## src/rtl/cam_search_arb_pkg.sv

```systemverilog
// cam_pkg: shared FSM state type, window-membership helper and widths for cam_search_arb
package cam_pkg;
  typedef enum logic [1:0] {IDLE, ISSUE, WAIT, RESP} cam_arb_state_e;
  localparam int NUM_REQ_DEF = 4;
  localparam int ID_W = $clog2(NUM_REQ_DEF);
  localparam int STATS_W = 16;
  localparam int AW_MAX = 16;
  // a window with s > e wraps past the top of the CAM
  function automatic logic in_window(logic [AW_MAX-1:0] idx, logic [AW_MAX-1:0] s, logic [AW_MAX-1:0] e);
    return (s <= e) ? (idx >= s && idx <= e) : (idx >= s || idx <= e);
  endfunction
endpackage

```

## src/rtl/cam_search_arb_if.sv

```systemverilog
// cam_search_arb_if: requester, window, CAM and response signals; stats ports exist with SEARCH_STATS_EN
interface cam_search_arb_if #(
  parameter int DATA_WIDTH = 32,
  parameter int ADDR_WIDTH = 5,
  parameter int NUM_REQ = 4
) ();
  localparam int IW = $clog2(NUM_REQ);
  logic [NUM_REQ-1:0] req_valid_i;
  logic [NUM_REQ*DATA_WIDTH-1:0] req_data_i;
  logic [NUM_REQ-1:0] req_ready_o;
  logic win_valid_i;
  logic [ADDR_WIDTH-1:0] win_start_i;
  logic [ADDR_WIDTH-1:0] win_end_i;
  logic cam_search_o;
  logic [DATA_WIDTH-1:0] cam_search_data_o;
  logic [ADDR_WIDTH-1:0] cam_start_o;
  logic [ADDR_WIDTH-1:0] cam_end_o;
  logic cam_search_valid_i;
  logic [ADDR_WIDTH-1:0] cam_search_index_i;
  logic rsp_valid_o;
  logic [IW-1:0] rsp_id_o;
  logic rsp_hit_o;
  logic [ADDR_WIDTH-1:0] rsp_index_o;
  logic busy_o;
`ifdef SEARCH_STATS_EN
  logic [cam_pkg::STATS_W-1:0] hit_cnt_o;
  logic [cam_pkg::STATS_W-1:0] miss_cnt_o;
`endif
  modport master (
`ifdef SEARCH_STATS_EN
    input hit_cnt_o, miss_cnt_o,
`endif
    output req_valid_i, req_data_i, win_valid_i, win_start_i, win_end_i, cam_search_valid_i, cam_search_index_i,
    input req_ready_o, cam_search_o, cam_search_data_o, cam_start_o, cam_end_o,
    input rsp_valid_o, rsp_id_o, rsp_hit_o, rsp_index_o, busy_o
  );
  modport slave (
`ifdef SEARCH_STATS_EN
    output hit_cnt_o, miss_cnt_o,
`endif
    input req_valid_i, req_data_i, win_valid_i, win_start_i, win_end_i, cam_search_valid_i, cam_search_index_i,
    output req_ready_o, cam_search_o, cam_search_data_o, cam_start_o, cam_end_o,
    output rsp_valid_o, rsp_id_o, rsp_hit_o, rsp_index_o, busy_o
  );
endinterface

```

## src/rtl/cam_search_arb_rr_arbiter.sv

```systemverilog
// rr_arbiter: one-hot grant to the first request at or above i_ptr, wrapping modulo N
module rr_arbiter #(
  parameter int N = 4,
  localparam int IW = $clog2(N)
) (
  input  logic [N-1:0]  i_req,
  input  logic [IW-1:0] i_ptr,
  output logic [N-1:0]  o_gnt
);
  logic [N-1:0] w_rot, w_one;
  // rotate so i_ptr lands on bit 0, isolate the lowest set bit, rotate back
  assign w_rot = N'({i_req, i_req} >> i_ptr);
  assign w_one = w_rot & (~w_rot + N'(1));
  assign o_gnt = N'({w_one, w_one} << i_ptr >> N);
endmodule

```

## src/rtl/cam_search_arb.sv

```systemverilog
// cam_search_arb: round-robin sharing of one CAM search port, each search confined to the message window.
// Define SEARCH_STATS_EN to add saturating hit/miss counters.
module cam_search_arb import cam_pkg::*; #(
  parameter int DATA_WIDTH = 32,
  parameter int ADDR_WIDTH = 5,
  parameter int NUM_REQ = 4,
  parameter int CAM_LAT = 1
) (
  input logic clk,
  input logic rst,
  cam_search_arb_if.slave bus
);
  localparam int IW = $clog2(NUM_REQ);
  localparam int CW = $clog2(CAM_LAT + 1);
  cam_arb_state_e r_state, w_next;
  logic [IW-1:0] r_ptr, r_id, w_id;
  logic r_win_v, r_hit;
  logic [ADDR_WIDTH-1:0] r_win_s, r_win_e, r_snap_s, r_snap_e, r_idx;
  logic [DATA_WIDTH-1:0] r_key;
  logic [CW-1:0] r_cnt;
  logic [NUM_REQ-1:0] w_gnt, w_ready;
  logic w_grant, w_sample, w_hit;

  rr_arbiter #(.N(NUM_REQ)) u_arb (.i_req(bus.req_valid_i), .i_ptr(r_ptr), .o_gnt(w_gnt));

  assign w_grant = (r_state == IDLE) && r_win_v && (|bus.req_valid_i) && !rst;
  assign w_sample = (r_state == WAIT) && (r_cnt == CW'(CAM_LAT - 1));
  assign w_hit = bus.cam_search_valid_i &&
                 in_window(AW_MAX'(bus.cam_search_index_i), AW_MAX'(r_snap_s), AW_MAX'(r_snap_e));

  always_comb begin
    w_id = '0;
    for (int i = 0; i < NUM_REQ; i++) if (w_gnt[i]) w_id = IW'(i);
  end

  always_comb begin
    w_next = r_state;
    w_ready = '0;
    w_ready = w_grant ? w_gnt : '0;
    w_next = (r_state == IDLE)  ? (w_grant ? ISSUE : IDLE) :
             (r_state == ISSUE) ? WAIT :
             (r_state == WAIT)  ? (w_sample ? RESP : WAIT) : IDLE;
  end

  always_ff @(posedge clk) begin
    if (rst) begin
      r_state <= IDLE;
      r_ptr <= '0;
      r_win_v <= 1'b0;
      r_win_s <= '0;
      r_win_e <= '0;
      r_snap_s <= '0;
      r_snap_e <= '0;
      r_key <= '0;
      r_id <= '0;
      r_cnt <= '0;
      r_hit <= 1'b0;
      r_idx <= '0;
    end else begin
      r_state <= w_next;
      r_cnt <= (r_state == WAIT) ? r_cnt + CW'(1) : '0;
      if (bus.win_valid_i) begin
        r_win_v <= 1'b1;
        r_win_s <= bus.win_start_i;
        r_win_e <= bus.win_end_i;
      end
      // the search keeps the window it was granted with, even if a new one loads mid-flight
      if (w_grant) begin
        r_key <= bus.req_data_i[w_id*DATA_WIDTH +: DATA_WIDTH];
        r_id <= w_id;
        r_snap_s <= r_win_s;
        r_snap_e <= r_win_e;
        r_ptr <= (w_id == IW'(NUM_REQ - 1)) ? '0 : w_id + IW'(1);
      end
      if (w_sample) begin
        r_hit <= w_hit;
        r_idx <= w_hit ? bus.cam_search_index_i : '0;
      end
    end
  end

  assign bus.req_ready_o = w_ready;
  assign bus.cam_search_o = (r_state == ISSUE);
  assign bus.cam_search_data_o = r_key;
  assign bus.cam_start_o = r_snap_s;
  assign bus.cam_end_o = r_snap_e;
  assign bus.rsp_valid_o = (r_state == RESP);
  assign bus.rsp_id_o = r_id;
  assign bus.rsp_hit_o = r_hit;
  assign bus.rsp_index_o = r_idx;
  assign bus.busy_o = (r_state != IDLE);

`ifdef SEARCH_STATS_EN
  logic [STATS_W-1:0] r_hit_cnt, r_miss_cnt;
  logic w_rsp;
  assign w_rsp = (r_state == RESP);
  // a new window restarts the counts but still credits a response in that same cycle
  always_ff @(posedge clk) begin
    if (rst) begin
      r_hit_cnt <= '0;
      r_miss_cnt <= '0;
    end else if (bus.win_valid_i) begin
      r_hit_cnt <= STATS_W'(w_rsp && r_hit);
      r_miss_cnt <= STATS_W'(w_rsp && !r_hit);
    end else begin
      if (w_rsp && r_hit && !(&r_hit_cnt)) r_hit_cnt <= r_hit_cnt + STATS_W'(1);
      if (w_rsp && !r_hit && !(&r_miss_cnt)) r_miss_cnt <= r_miss_cnt + STATS_W'(1);
    end
  end
  assign bus.hit_cnt_o = r_hit_cnt;
  assign bus.miss_cnt_o = r_miss_cnt;
`endif
endmodule

```

## src/flat_wrapper.sv

```systemverilog
// flat-port wrapper written by rule: the top's interface ports become plain ports
module cam_search_arb_flat import cam_pkg::*;
#(
  parameter int DATA_WIDTH = 32,
  parameter int ADDR_WIDTH = 5,
  parameter int NUM_REQ = 4,
  parameter int CAM_LAT = 1
)
  (clk, rst, bus_req_valid_i, bus_req_data_i, bus_win_valid_i, bus_win_start_i, bus_win_end_i, bus_cam_search_valid_i, bus_cam_search_index_i, bus_req_ready_o, bus_cam_search_o, bus_cam_search_data_o, bus_cam_start_o, bus_cam_end_o, bus_rsp_valid_o, bus_rsp_id_o, bus_rsp_hit_o, bus_rsp_index_o, bus_busy_o);
  cam_search_arb_if #(.DATA_WIDTH(DATA_WIDTH), .ADDR_WIDTH(ADDR_WIDTH), .NUM_REQ(NUM_REQ)) bus_i ();
  input logic clk;
  input logic rst;
  input wire logic [$bits(bus_i.req_valid_i)-1:0] bus_req_valid_i;
  input wire logic [$bits(bus_i.req_data_i)-1:0] bus_req_data_i;
  input wire logic [$bits(bus_i.win_valid_i)-1:0] bus_win_valid_i;
  input wire logic [$bits(bus_i.win_start_i)-1:0] bus_win_start_i;
  input wire logic [$bits(bus_i.win_end_i)-1:0] bus_win_end_i;
  input wire logic [$bits(bus_i.cam_search_valid_i)-1:0] bus_cam_search_valid_i;
  input wire logic [$bits(bus_i.cam_search_index_i)-1:0] bus_cam_search_index_i;
  output wire logic [$bits(bus_i.req_ready_o)-1:0] bus_req_ready_o;
  output wire logic [$bits(bus_i.cam_search_o)-1:0] bus_cam_search_o;
  output wire logic [$bits(bus_i.cam_search_data_o)-1:0] bus_cam_search_data_o;
  output wire logic [$bits(bus_i.cam_start_o)-1:0] bus_cam_start_o;
  output wire logic [$bits(bus_i.cam_end_o)-1:0] bus_cam_end_o;
  output wire logic [$bits(bus_i.rsp_valid_o)-1:0] bus_rsp_valid_o;
  output wire logic [$bits(bus_i.rsp_id_o)-1:0] bus_rsp_id_o;
  output wire logic [$bits(bus_i.rsp_hit_o)-1:0] bus_rsp_hit_o;
  output wire logic [$bits(bus_i.rsp_index_o)-1:0] bus_rsp_index_o;
  output wire logic [$bits(bus_i.busy_o)-1:0] bus_busy_o;
  assign bus_i.req_valid_i = bus_req_valid_i;
  assign bus_i.req_data_i = bus_req_data_i;
  assign bus_i.win_valid_i = bus_win_valid_i;
  assign bus_i.win_start_i = bus_win_start_i;
  assign bus_i.win_end_i = bus_win_end_i;
  assign bus_i.cam_search_valid_i = bus_cam_search_valid_i;
  assign bus_i.cam_search_index_i = bus_cam_search_index_i;
  assign bus_req_ready_o = bus_i.req_ready_o;
  assign bus_cam_search_o = bus_i.cam_search_o;
  assign bus_cam_search_data_o = bus_i.cam_search_data_o;
  assign bus_cam_start_o = bus_i.cam_start_o;
  assign bus_cam_end_o = bus_i.cam_end_o;
  assign bus_rsp_valid_o = bus_i.rsp_valid_o;
  assign bus_rsp_id_o = bus_i.rsp_id_o;
  assign bus_rsp_hit_o = bus_i.rsp_hit_o;
  assign bus_rsp_index_o = bus_i.rsp_index_o;
  assign bus_busy_o = bus_i.busy_o;
  cam_search_arb #(.DATA_WIDTH(DATA_WIDTH), .ADDR_WIDTH(ADDR_WIDTH), .NUM_REQ(NUM_REQ), .CAM_LAT(CAM_LAT)) u_core (.clk(clk), .rst(rst), .bus(bus_i));
endmodule
```

## config.mk

```make
export PLATFORM = sky130hd
export DESIGN_NAME = cam_search_arb_flat
export DESIGN_NICKNAME = d
export VERILOG_FILES = /design/src/rtl/cam_search_arb_pkg.sv /design/src/rtl/cam_search_arb_if.sv /design/src/rtl/cam_search_arb_rr_arbiter.sv /design/src/rtl/cam_search_arb.sv /design/src/flat_wrapper.sv
export SDC_FILE = /design/constraint.sdc
export NUM_CORES = 1
export LEC_CHECK = 0
export ABC_AREA = 0
export BUFFER_PORTS_ARGS = -buffer_cell sky130_fd_sc_hd__buf_2
export CELL_PAD_IN_SITES_DETAIL_PLACEMENT = 1
export CELL_PAD_IN_SITES_GLOBAL_PLACEMENT = 2
export CORE_AREA = 2 2 127 129
export CTS_BUF_LIST = sky130_fd_sc_hd__clkbuf_16
export CTS_CLUSTER_DIAMETER = 40
export DETAILED_ROUTE_END_ITERATION = 12
export DIE_AREA = 0 0 129 131
export GPL_ROUTABILITY_DRIVEN = 0
export PLACE_DENSITY = 0.86
export SKIP_LAST_GASP = 1
export SLEW_MARGIN = 20
export SYNTH_ARGS = -nofsm -noshare
export SYNTH_HDL_FRONTEND = slang
export SYNTH_HIERARCHICAL = 1
export SYNTH_SLANG_ARGS = --single-unit
```

## constraint.sdc

```tcl
create_clock -name clk -period 3.7 [get_ports clk]
set_input_delay 0.185 -clock clk [delete_from_list [all_inputs] [get_ports clk]]
set_output_delay 0.185 -clock clk [all_outputs]
set_load 0.03 [all_outputs]
```

==> results of run 1 <==
[registers in the layout, summed over array words and instances, names as in the netlist]
| name | count |
|---|---|
| u_core/bus.cam_end_o | 5 |
| u_core/r_win_s | 5 |
| u_core/bus.rsp_hit_o | 1 |
| u_core/r_state | 2 |
| u_core/r_ptr | 2 |
| u_core/bus.cam_start_o | 5 |
| u_core/bus.rsp_index_o | 5 |
| u_core/r_cnt | 1 |
| u_core/r_win_e | 5 |
| u_core/bus.cam_search_data_o | 32 |
| u_core/bus.rsp_id_o | 2 |
| u_core/r_win_v | 1 |
[power groups by stage]
stage,sequential [mW],clock [mW],combinational [mW]
after floorplan,0.835,0,0.269
after global placement,0.784,0,0.480
after detailed placement,0.786,0,0.497
after CTS,0.771,0.959,0.498
after global routing,0.775,0.979,0.539
final,0.770,0.921,0.489
[critical path: stages, from the launching register on]
cell and delay [ps]:
dfxtp_1 330, inv_1 90, ha_1 210, nand2_1 120
nor3_4 560, buf_12 310, and2_1 160, buf_2 190
[kinds of logic after synthesis]
| logic type | synth area share, % |
|---|---|
| fa+ha+maj | 6.028 |
| flops | 31.83 |
| buf+inv | 6.630 |
| compound gates | 21.97 |
| mux | 17.84 |
| simple gates | 15.70 |
[layout make-up]
cell class	instances	share of cell area, %
Timing Repair Buffer	216	19.79
Sequential cell	66	23.38
Clock buffer	9	3.985
Inverter	18	1.195
Tap cell	216	4.782
Clock inverter	7	1.638
Multi-Input combinational cell	352	45.23
[stage by stage]
stage          utilization (%)  hold slack (ps)  cells  worst slack, ps  instance area (um^2)
6_report                 36.23            88.75    884             1175                  5652
4_1_cts                  36.23            68.81    884             1141                  5652
3_3_place_gp             34.20            419.5    868             1339                  5334
5_1_grt                  36.23            101.9    884            993.0                  5652
2_1_floorplan                -            332.2    471             1742                  4151
3_5_place_dp             34.20            431.3    868             1234                  5334
[Yosys cell counts (2+ instances only)]
| cell | instances |
|---|---|
| o211ai_1 | 6 |
| a211oi_2 | 30 |
| nand2_1 | 61 |
| clkbuf_1 | 7 |
| ha_1 | 20 |
| dfxtp_1 | 66 |
| nor2b_1 | 5 |
| nand4_1 | 2 |
| o21a_1 | 2 |
| nand3_1 | 2 |
| nor2_1 | 53 |
| and2_1 | 5 |
| o21ai_0 | 35 |
| inv_1 | 18 |
| a21oi_1 | 14 |
| nand2_2 | 5 |
| nor3_1 | 2 |
| a32oi_1 | 5 |
| a211oi_1 | 3 |
| nand2b_1 | 2 |
| buf_6 | 4 |
| buf_2 | 21 |
| nor3_2 | 2 |
| a21oi_2 | 5 |
| o211a_1 | 2 |
| mux2i_1 | 74 |
| o221ai_1 | 2 |
[worst paths after layout]
check                                        start                          endpoint  slack (ps)  depth (start not counted)
worst max register to register     u_core/r_ptr[1]  u_core/bus.cam_search_data_o[28]        1240                          7
worst max-delay path             u_core/r_state[1]                bus_req_ready_o[0]        1180                          7
worst min register to register   u_core/r_win_s[4]         u_core/bus.cam_start_o[4]         450                          2
worst min-delay path            bus_win_start_i[2]                 u_core/r_win_s[2]          90                          3
[layer usage]
metal / vias up / routed length (um) / global-route usage (%)
li1: 2050 / - / -
met1: 1972 / 5436 / 16.25
met2: 131 / 7289 / 30.19
met3: 13 / 1049 / 5.497
met4: 2 / 195 / 4.731
met5: - / 13 / 0
==> summary.txt, run 1 <==
Outcome
  • Status: complete, no violations

Detailed routing
  • Iteration count of the initial detailed-routing pass: 4
  • DR vias/cell: 4.715
  • Post-detailed-route DRC marker count: 0
  • Antenna viol nets, final: 0
  • Drt first-iter violations: 109
  • Average wire per standard cell: roughly 16 um
  • WL final: 13980 um
  • Total via count after detailed routing: ~4200

STA
  • Max Clock Skew: 6.001 ps
  • Setup total negative slack: 0 ps
  • Setup-failing EPs final: 0
  • Slew @ Worst Pin: 989.9 ps
  • Max-slew headroom: approximately 34%
  • Hold violation count in the final report: 0
  • RSZ-0062 raised after global routing: false
  • Final critical-path required period: roughly 2500 ps
  • Period Utilization, post-route: 68.24%
  • Max Fclk: 396.1 MHz
  • Max Transition Viols Final: 0

Clock tree
  • Clock-pin slew on the worst setup and hold paths: 60 ps
  • Clock tree from TritonCTS: done
  • Post-CTS Setup Bufs: 0
  • Clock root buffer master: clkbuf_16
  • Clock buffer count from CTS: 9
  • H-tree depth: 3
  • Number of hold-repair buffers added at the cts stage: 0
  • Clock sink total: 66
  • Post-cts resize count: 0
  • Clock Path Buffers: 2
  • Worst-skew pair later-pin latency: roughly 330 ps

Power and ir drop
  • Power Internal: 1.536 mW
  • Power share of the clock group: between 40% and 50%
  • Worst vdd rail ir drop: ~300 uV
  • Power per standard cell area: 385.7 nW/um^2
  • Part of the total power dissipated in combinational logic: 22.4%
  • Overall power consumption: 2.180 mW
  • Switching part of the total power: 29.56%
  • Reported leakage power: approximately 2.5 nW
  • Net switching power: 0.6444 mW
  • Reg power frac: around a third

GRT
  • Maximum number of pins on one net before global-route repair: between 60 and 70
  • Global-route wire length before repair: around 21000 um
  • Final global-route overflow total: 0
  • Tot GR Track Use: between 10% and 20%
  • Number of global-route vias before repair: 4321
  • Initial antenna violation count: 1

Flow run
  • Max-cap violation count: 0

Logic synthesis
  • Proportion of synthesized chip area in sequential cells: 31.83%
  • Area fraction of the dominant cell type after synthesis: a little under a third
  • Area contributors post-synth: dfxtp_1, mux2i_1, a211oi_2, ha_1, nand2_1
  • Synthesized net count: between 600 and 700
  • Leading area contributor after synthesis: dfxtp_1
  • Yosys warning total: 6
  • Number of enable-type register cells in the synthesized netlist: 0
  • Number of different library cells in the post-synthesis netlist: 45
  • Mapped cell area: 4151 um^2
  • Main flop type after synthesis: dfxtp_1
  • Synth Instances: between 400 and 500
  • Post-synthesis async set-or-reset flop share: 0%
  • Syn avg cell area: 8.814 um^2
  • Flops & latches, synth: 66

Cells and area
  • Fraction of layout instances using a drive strength above 1: around 42%
  • Flip-flop and latch area: 1321 um^2
  • Number of nets in the final layout: 834
  • Multi-input gate area in the final layout: ~2600 um^2
  • Area growth from synthesis to layout: 36.14%
  • Commonest non-fill, non-tap cell in the layout: buf_2
  • Fillers: 1900
  • Antenna diode instance count: 0
  • Commonest cells after routing, fill and taps aside: buf_2, mux2i_1, dfxtp_1

Floorplan
  • Top Ports: about 210
  • Std cell rows: between 40 and 50
  • Die outline height: between 100 and 150 um
  • Chip width: 129 um
  • Initial cell density of the core: 26.62%
  • Area of the placeable core: 15600 um^2
  • Overall die area: 16900 um^2

Critical path
  • Required time at the worst-slack endpoint: 3510 ps
  • Worst-path fanout max: 41
  • Arrival time at the worst endpoint: around 2300 ps
  • Worst Setup Start Kind: flip-flop
  • Crit Path Class: reg2out
  • Type of element capturing the critical path: output pin

Place
  • Half-perimeter wire length after detailed placement: 10880 um
  • Quantity of I/O buffers inserted on ports: between 200 and 250

Hold path
  • Min-Delay Path Class: in2reg
(Power assumes the default switching activity.)
==> inputs of run 2 (changes only) <==
--- a/config.mk
+++ b/config.mk
@@ -5,17 +5,17 @@
 export SDC_FILE = /design/constraint.sdc
 export NUM_CORES = 1
 export LEC_CHECK = 0
-export ABC_AREA = 0
+export ABC_AREA = 1
 export BUFFER_PORTS_ARGS = -buffer_cell sky130_fd_sc_hd__buf_2
 export CELL_PAD_IN_SITES_DETAIL_PLACEMENT = 1
 export CELL_PAD_IN_SITES_GLOBAL_PLACEMENT = 2
-export CORE_AREA = 2 2 127 129
+export CORE_AREA = 2 2 147 149
 export CTS_BUF_LIST = sky130_fd_sc_hd__clkbuf_16
 export CTS_CLUSTER_DIAMETER = 40
 export DETAILED_ROUTE_END_ITERATION = 12
-export DIE_AREA = 0 0 129 131
+export DIE_AREA = 0 0 149 151
 export GPL_ROUTABILITY_DRIVEN = 0
-export PLACE_DENSITY = 0.86
+export PLACE_DENSITY = 0.76
 export SKIP_LAST_GASP = 1
 export SLEW_MARGIN = 20
 export SYNTH_ARGS = -nofsm -noshare
==> constraint.sdc (replaced) <==
create_clock -name clk -period 2.3 [get_ports clk]
set_input_delay 0.115 -clock clk [delete_from_list [all_inputs] [get_ports clk]]
set_output_delay 0.115 -clock clk [all_outputs]
set_load 0.03 [all_outputs]
==> summary.txt, run 2 <==
Critical path
  • End of the worst register-to-register path: u_core/bus.cam_search_data_o[2]
  • Worst-path fanout max: 7 (-83%)
  • Depth of the worst register-to-register path: 16 (+9)
  • Most used cell, CP: nand2_2
  • Crit Path Class: reg2reg
  • Required time at the worst-slack endpoint: 2530 ps (-980 ps)
  • Worst path cell trace: inv_6, nand2_4, nand3_2, nand2_2, nand2_2, o21ai_2, nand3_1, nand2_2, a21oi_4, buf_12, buf_12, buf_16, o21ai_1, o22ai_1, o21ai_1, inv_1
  • Worst Setup Start Kind: flip-flop
  • Type of element capturing the critical path: flip-flop
  • CP Depth: 16 (+9)
  • Register-to-register setup slack: 60 ps (-1180 ps)
  • Slowest-stage cell, CP: dfxtp_4
  • Maximum single-stage delay on the critical path: 410 ps (-150 ps)
  • CP delay by family, top: compound AO/OA/AOI/OAI gates
  • Origin of the critical flop-to-flop path: u_core/r_ptr[0]
  • Arrival time at the worst endpoint: 2470 ps (+130 ps)
  • Count of buffering cells on the critical path with inverters included: 5 (+2)

GRT
  • Final global-route overflow total: 0 (unchanged)
  • Global-route wire length before repair: 26300 um (+25%)
  • Number of global-route vias before repair: 4906 (+14%)
  • Tot GR Track Use: 15.13% (-0.68 points)
  • Maximum number of pins on one net before global-route repair: 67 (+1.5%)
  • Initial antenna violation count: 1 (unchanged)

Cells and area
  • Number of flip-flops in the largest register: 32 (unchanged)
  • Commonest non-fill, non-tap cell in the layout: buf_2
  • Antenna diode instance count: 0 (unchanged)
  • Commonest cells after routing, fill and taps aside: buf_2, nor2_1, inv_1, nand2_1, dfxtp_1
  • Final std cells w/o fill: 1130 (+28%)
  • Fraction of layout instances using a drive strength above 1: 38.36% (-4.0 points)
  • Area growth from synthesis to layout: 53.29%
  • Fraction of the core area covered by cells at the end of the flow: 30.11% (-6.1 points)
  • Number of nets in the final layout: 1021 (+22%)

STA
  • Max-slew headroom: 50.14% (+16 points)
  • Hold violation count in the final report: 0 (unchanged)
  • Worst-case setup margin in the final layout: 64.09 ps (-1111 ps)
  • Max Transition Viols Final: 0 (unchanged)
  • Final critical-path required period: about 2200 ps
  • RSZ-0062 raised after global routing: true
  • Max Clock Skew: 4.152 ps (-1.849 ps)
  • Setup-failing EPs final: 0 (unchanged)
  • Max Fclk: roughly 450 MHz
  • Slew @ Worst Pin: 747.9 ps (-242.0 ps)
  • Period Utilization, post-route: 97.21%
  • Worst hold slack: 25.67 ps (-63.08 ps)

Logic synthesis
  • Area contributors post-synth: dfxtp_1, nor2_1, nand2_1, a21oi_1, ha_1
  • Commonest cells post-synth: nor2_1, nand2_1, dfxtp_1, inv_1, a21oi_1
  • Syn avg cell area: 6.503 um^2 (-26%)
  • Area fraction of the dominant cell type after synthesis: 32.30% (+0.48 points)
  • Synth Instances: 629 (+34%)
  • Most numerous cell in the Yosys netlist: nor2_1
  • Main flop type after synthesis: dfxtp_1
  • Mapped cell area: 4090 um^2 (-1.5%)
  • Synthesized net count: 800 (+25%)
  • Post-synthesis async set-or-reset flop share: 0% (unchanged)
  • Leading area contributor after synthesis: dfxtp_1
  • Flops & latches, synth: 66 (unchanged)
  • Number of different library cells in the post-synthesis netlist: 28 (-38%)
  • Number of enable-type register cells in the synthesized netlist: 0 (unchanged)
  • Proportion of synthesized chip area in sequential cells: 32.30% (+0.48 points)
  • Yosys warning total: 6 (unchanged)

Clock tree
  • Clock root buffer master: clkbuf_16
  • Number of hold-repair buffers added at the cts stage: 0 (unchanged)
  • Clock sink total: 66 (unchanged)
  • Worst-skew pair later-pin latency: 340 ps (about the same)
  • Clock buffer count from CTS: 9 (unchanged)
  • Clock Path Buffers: 2 (unchanged)
  • H-tree depth: 3 (unchanged)
  • Clock tree from TritonCTS: done
  • Clock-pin slew on the worst setup and hold paths: 60 ps (about the same)

Power and ir drop
  • Overall power consumption: 5.104 mW (+130%)
  • Reported leakage power: 3.211 nW (+29%)
  • Worst vdd rail ir drop: 283.7 uV (-5.2%)
  • Power per standard cell area: 814.0 nW/um^2 (+110%)

Place
  • Post-place setup slack: -196.9 ps (-1431 ps)
  • Placed cell count: 1099 (+27%)
  • Half-perimeter wire length after detailed placement: 13330 um (+22%)
  • Quantity of I/O buffers inserted on ports: 207 (unchanged)

Floorplan
  • Chip width: 149 um (+16%)
  • Area of the placeable core: 20820 um^2 (+33%)
  • Top Ports: 208 (unchanged)
  • Overall die area: 22500 um^2 (+33%)
  • Initial cell density of the core: 19.64% (-7.0 points)
  • Std cell rows: 53 (+15%)
  • Die outline height: 151 um (+15%)

Detailed routing
  • Iteration count of the initial detailed-routing pass: 4 (unchanged)
  • Post-detailed-route DRC marker count: 0 (unchanged)
  • Total via count after detailed routing: 4942 (+19%)
  • DR vias/cell: 4.373 (-7.2%)
  • Drt first-iter violations: 141 (+29%)
  • Average wire per standard cell: 15.94 um (+0.74%)
  • WL final: 18010 um (+29%)
  • Antenna viol nets, final: 0 (unchanged)

Flow run
  • Max-cap violation count: 0 (unchanged)

Hold path
  • HP Start: bus_win_end_i[4]
  • Hold Path End: u_core/r_win_e[4]
  • Min-Delay Path Class: in2reg
  • Hold Path Depth: 3 (unchanged)

Outcome
  • Status: complete, no violations
==> run 2: how the worst max path moves through the flow <==
stage | endpoint | from | slack, ps
after floorplan | u_core/r_ptr[0] | u_core/r_ptr[0] | 160
after global placement | u_core/bus.cam_search_data_o[18] | u_core/r_ptr[0] | -110
after detailed placement | u_core/bus.cam_search_data_o[18] | u_core/r_ptr[0] | -200
after CTS | u_core/bus.cam_search_data_o[30] | u_core/r_ptr[0] | 10
after global routing | u_core/bus.cam_search_data_o[12] | u_core/r_ptr[0] | -70
final | u_core/bus.cam_search_data_o[2] | u_core/r_ptr[0] | 60
==> run 2: timing repair <==
action | in CTS | in global routing
pin swaps | 2 | 25
setup buffers | 6 | 5
cloned | 2 | 3
gates resized for setup | 11 | 64
endpoints found under the setup margin | 37 | 37
==> run 2: logic make-up (layout without fill, tap and decap cells) <==
kind of cell	count (synthesis)	in the layout	share of synthesized area, %
adder cells (fa/ha/maj)	20	20	6.118
AO/OA/AOI/OAI	168	168	22.58
flip-flops	66	66	32.30
AND/OR/NAND/NOR	265	266	26.64
buffers and inverters	110	335	12.36
==> run 2: stage by stage <==
stage,TNS (ps),instance area [um^2]
floorplan,0,4090
global placement,-536.9,5497
detailed placement,-3807,5497
CTS,0,5971
global route,-718.6,6270
finish,0,6270
==> run 2: metal layers <==
layer | GRT usage (%) | wire [um] | vias up
met3 | 4.157 | 1019 | 16
met2 | 26.43 | 8907 | 145
met1 | 18.60 | 7875 | 2265
li1 | - | - | 2514
met5 | 0 | 11 | -
met4 | 3.286 | 194 | 2
==> run 2: area by class of cell <==
class | count | area, um^2
Fill cell | 2684 | 14550
Multi-Input combinational cell | 454 | 2479
Timing Repair Buffer | 250 | 1539
Sequential cell | 66 | 1326
Tap cell | 275 | 344.1
Inverter | 69 | 271.5
Clock buffer | 9 | 225.2
Clock inverter | 7 | 85.08
==> run 2: tightest hold or removal path: stages <==
cell     delay, ps
buf_2          100
nand2_1         50
a21oi_1         50
==> run 2: power by group <==
group	switching [mW]	internal, mW	total (mW)
combinational	1.33	1.02	2.36
clock	0.547	0.938	1.48
sequential	0.0469	1.22	1.26
==> inputs of run 3 (changes only) <==
--- a/config.mk
+++ b/config.mk
@@ -16,6 +16,7 @@
 export DIE_AREA = 0 0 149 151
 export GPL_ROUTABILITY_DRIVEN = 0
 export PLACE_DENSITY = 0.76
+export SETUP_SLACK_MARGIN = 0.1
 export SKIP_LAST_GASP = 1
 export SLEW_MARGIN = 20
 export SYNTH_ARGS = -nofsm -noshare
==> summary.txt, run 3 (same netlist as run 2, synthesis figures left out) <==
Outcome
  • Status: complete, no violations

Floorplan
  • Overall die area: 22500 um^2 (unchanged)
  • Chip width: 149 um (unchanged)
  • Top Ports: 208 (unchanged)
  • Area of the placeable core: 20820 um^2 (unchanged)
  • Std cell rows: 53 (unchanged)
  • Initial cell density of the core: 19.64% (unchanged)
  • Die outline height: 151 um (unchanged)

Hold path
  • Min-Delay Path Class: in2reg
  • Hold Path Depth: 3 (unchanged)

Cells and area
  • Final instance area: 6471 um^2 (+3.2%)
  • Area growth from synthesis to layout: 58.21%
  • Number of nets in the final layout: 1027 (+0.59%)
  • Commonest cells after routing, fill and taps aside: buf_2, nor2_1, dfxtp_1
  • Number of flip-flops in the largest register: 32 (unchanged)
  • Final std cells w/o fill: 1136 (+0.53%)
  • Fraction of layout instances using a drive strength above 1: 40.19% (+1.8 points)
  • Commonest non-fill, non-tap cell in the layout: buf_2
  • Antenna diode instance count: 0 (unchanged)

Critical path
  • Worst-path fanout max: 7 (unchanged)
  • Depth of the worst register-to-register path: 16 (unchanged)
  • Arrival time at the worst endpoint: 2480 ps (about the same)
  • Register-to-register setup slack: 50 ps (about the same)
  • Type of element capturing the critical path: flip-flop
  • Worst Setup Start Kind: flip-flop
  • Most used cell, CP: nand2_4
  • Slowest-stage cell, CP: dfxtp_4
  • Maximum single-stage delay on the critical path: 430 ps (+20 ps)
  • Worst path cell trace: inv_8, nand2_4, nand3_2, nand2_4, nand2_4, o21ai_4, nand3_2, nand2_4, a21oi_4, buf_12, buf_12, buf_16, nor2_1, o22ai_2, o21ai_1, inv_1
  • Required time at the worst-slack endpoint: 2530 ps (about the same)
  • Crit Path Class: reg2reg

Power and ir drop
  • Overall power consumption: 5.267 mW (+3.2%)
  • Reg power frac: 24.0% (-0.7 points)
  • Power per standard cell area: 814.0 nW/um^2 (about the same)
  • Part of the total power dissipated in combinational logic: 47.9% (+1.7 points)
  • Worst vdd rail ir drop: 307.0 uV (+8.2%)
  • Net switching power: 1.996 mW (+3.5%)
  • Power share of the clock group: 28.1% (-1.0 points)
  • Power Internal: 3.272 mW (+3.0%)
  • Reported leakage power: 3.275 nW (+2.0%)
  • Switching part of the total power: 37.89% (+0.11 points)

Detailed routing
  • WL final: 18400 um (+2.2%)
  • Drt first-iter violations: 145 (+2.8%)
  • Total via count after detailed routing: 4978 (+0.73%)
  • Average wire per standard cell: 16.20 um (+1.7%)
  • DR vias/cell: 4.382 (+0.20%)
  • Iteration count of the initial detailed-routing pass: 4 (unchanged)
  • Antenna viol nets, final: 0 (unchanged)
  • Post-detailed-route DRC marker count: 0 (unchanged)

Place
  • Half-perimeter wire length after detailed placement: 13330 um (unchanged)
  • Quantity of I/O buffers inserted on ports: 207 (unchanged)
  • Instance area after placement: 5497 um^2 (unchanged)
  • Post-place setup slack: -196.9 ps (unchanged)
  • Placed cell count: 1099 (unchanged)

GRT
  • Tot GR Track Use: 15.29% (+0.16 points)
  • Maximum number of pins on one net before global-route repair: 67 (unchanged)
  • Initial antenna violation count: 1 (unchanged)
  • Final global-route overflow total: 0 (unchanged)
  • Global-route wire length before repair: 26570 um (+1.0%)
  • Number of global-route vias before repair: 4970 (+1.3%)

STA
  • Max Clock Skew: 3.828 ps (-0.3240 ps)
  • Period Utilization, post-route: 97.79% (+0.58 points)
  • RSZ-0062 raised after global routing: true
  • Max Transition Viols Final: 0 (unchanged)
  • Max Fclk: 444.6 MHz (-0.59%)
  • Final critical-path required period: 2249 ps (+13.23 ps)
  • Max-slew headroom: 49.19% (-0.95 points)
  • Setup-failing EPs final: 0 (unchanged)
  • Hold violation count in the final report: 0 (unchanged)
  • Worst-case setup margin in the final layout: 50.86 ps (-13.23 ps)
  • Slew @ Worst Pin: 762.2 ps (+14.27 ps)

Clock tree
  • Number of hold-repair buffers added at the cts stage: 0 (unchanged)
  • Clock Path Buffers: 2 (unchanged)
  • Worst-skew pair later-pin latency: 340 ps (about the same)
  • H-tree depth: 3 (unchanged)
  • Clock tree from TritonCTS: done
  • Clock root buffer master: clkbuf_16
  • Clock buffer count from CTS: 9 (unchanged)
  • Clock sink total: 66 (unchanged)
  • Clock-pin slew on the worst setup and hold paths: 60 ps (about the same)

Flow run
  • Max-cap violation count: 0 (unchanged)
[run 3: power by group through the flow]
stage | clock [mW] | sequential (mW) | combinational, mW
3_3_place_gp | 0 | 1.28 | 1.82
5_1_grt | 1.58 | 1.27 | 2.73
3_5_place_dp | 0 | 1.29 | 1.84
4_1_cts | 1.54 | 1.26 | 2.15
6_report | 1.48 | 1.26 | 2.52
2_1_floorplan | 0 | 1.38 | 1.09
[run 3: timing repair]
action,CTS,global route
setup buffers,12,3
gates cloned,2,4
resized for setup,21,90
hold endpoints to repair,0,0
setup endpoints to repair,38,37
pin swaps,13,33
[run 3: layer usage]
| layer | vias up | global-route usage (%) | share of wire [%] |
|---|---|---|---|
| li1 | 2524 | - | - |
| met1 | 2279 | 18.89 | 43 |
| met2 | 149 | 26.29 | 49 |
| met3 | 24 | 4.217 | 5.7 |
| met4 | 2 | 3.905 | 1.6 |
| met5 | - | 0 | 0.060 |
[run 3: worst paths after layout]
check | from | endpoint
worst max register to register | u_core/r_ptr[0] | u_core/bus.cam_search_data_o[11]
worst min register to register | u_core/bus.rsp_index_o[4] | u_core/bus.rsp_index_o[4]
worst max-delay path | u_core/r_ptr[0] | u_core/bus.cam_search_data_o[11]
worst min-delay path | bus_win_end_i[4] | u_core/r_win_e[4]
[run 3: worst max-delay path: cells and delay by family, from the launching register on]
kind | cells | cell delay (ps)
AND/OR/NAND/NOR | 7 | 690
buffers and inverters | 5 | 530
AO/OA/AOI/OAI | 4 | 480
flip-flops | 1 | 430
[run 3: final cells by class]
class	count	area [um^2]
Fill cell	2662	14350
Multi-Input combinational cell	454	2581
Timing Repair Buffer	256	1630
Sequential cell	66	1329
Tap cell	275	344.1
Inverter	69	276.5
Clock buffer	9	225.2
Clock inverter	7	85.08
[run 3: metrics by stage]
step | utilization, % | setup TNS (ps) | hold slack [ps]
floorplan | - | 0 | 255.5
global placement | 26.40 | -536.9 | 371.5
detailed placement | 26.40 | -3807 | 372.9
CTS | 29.10 | 0 | 14.60
global route | 31.08 | -556.9 | 19.12
finish | 31.08 | 0 | 25.93
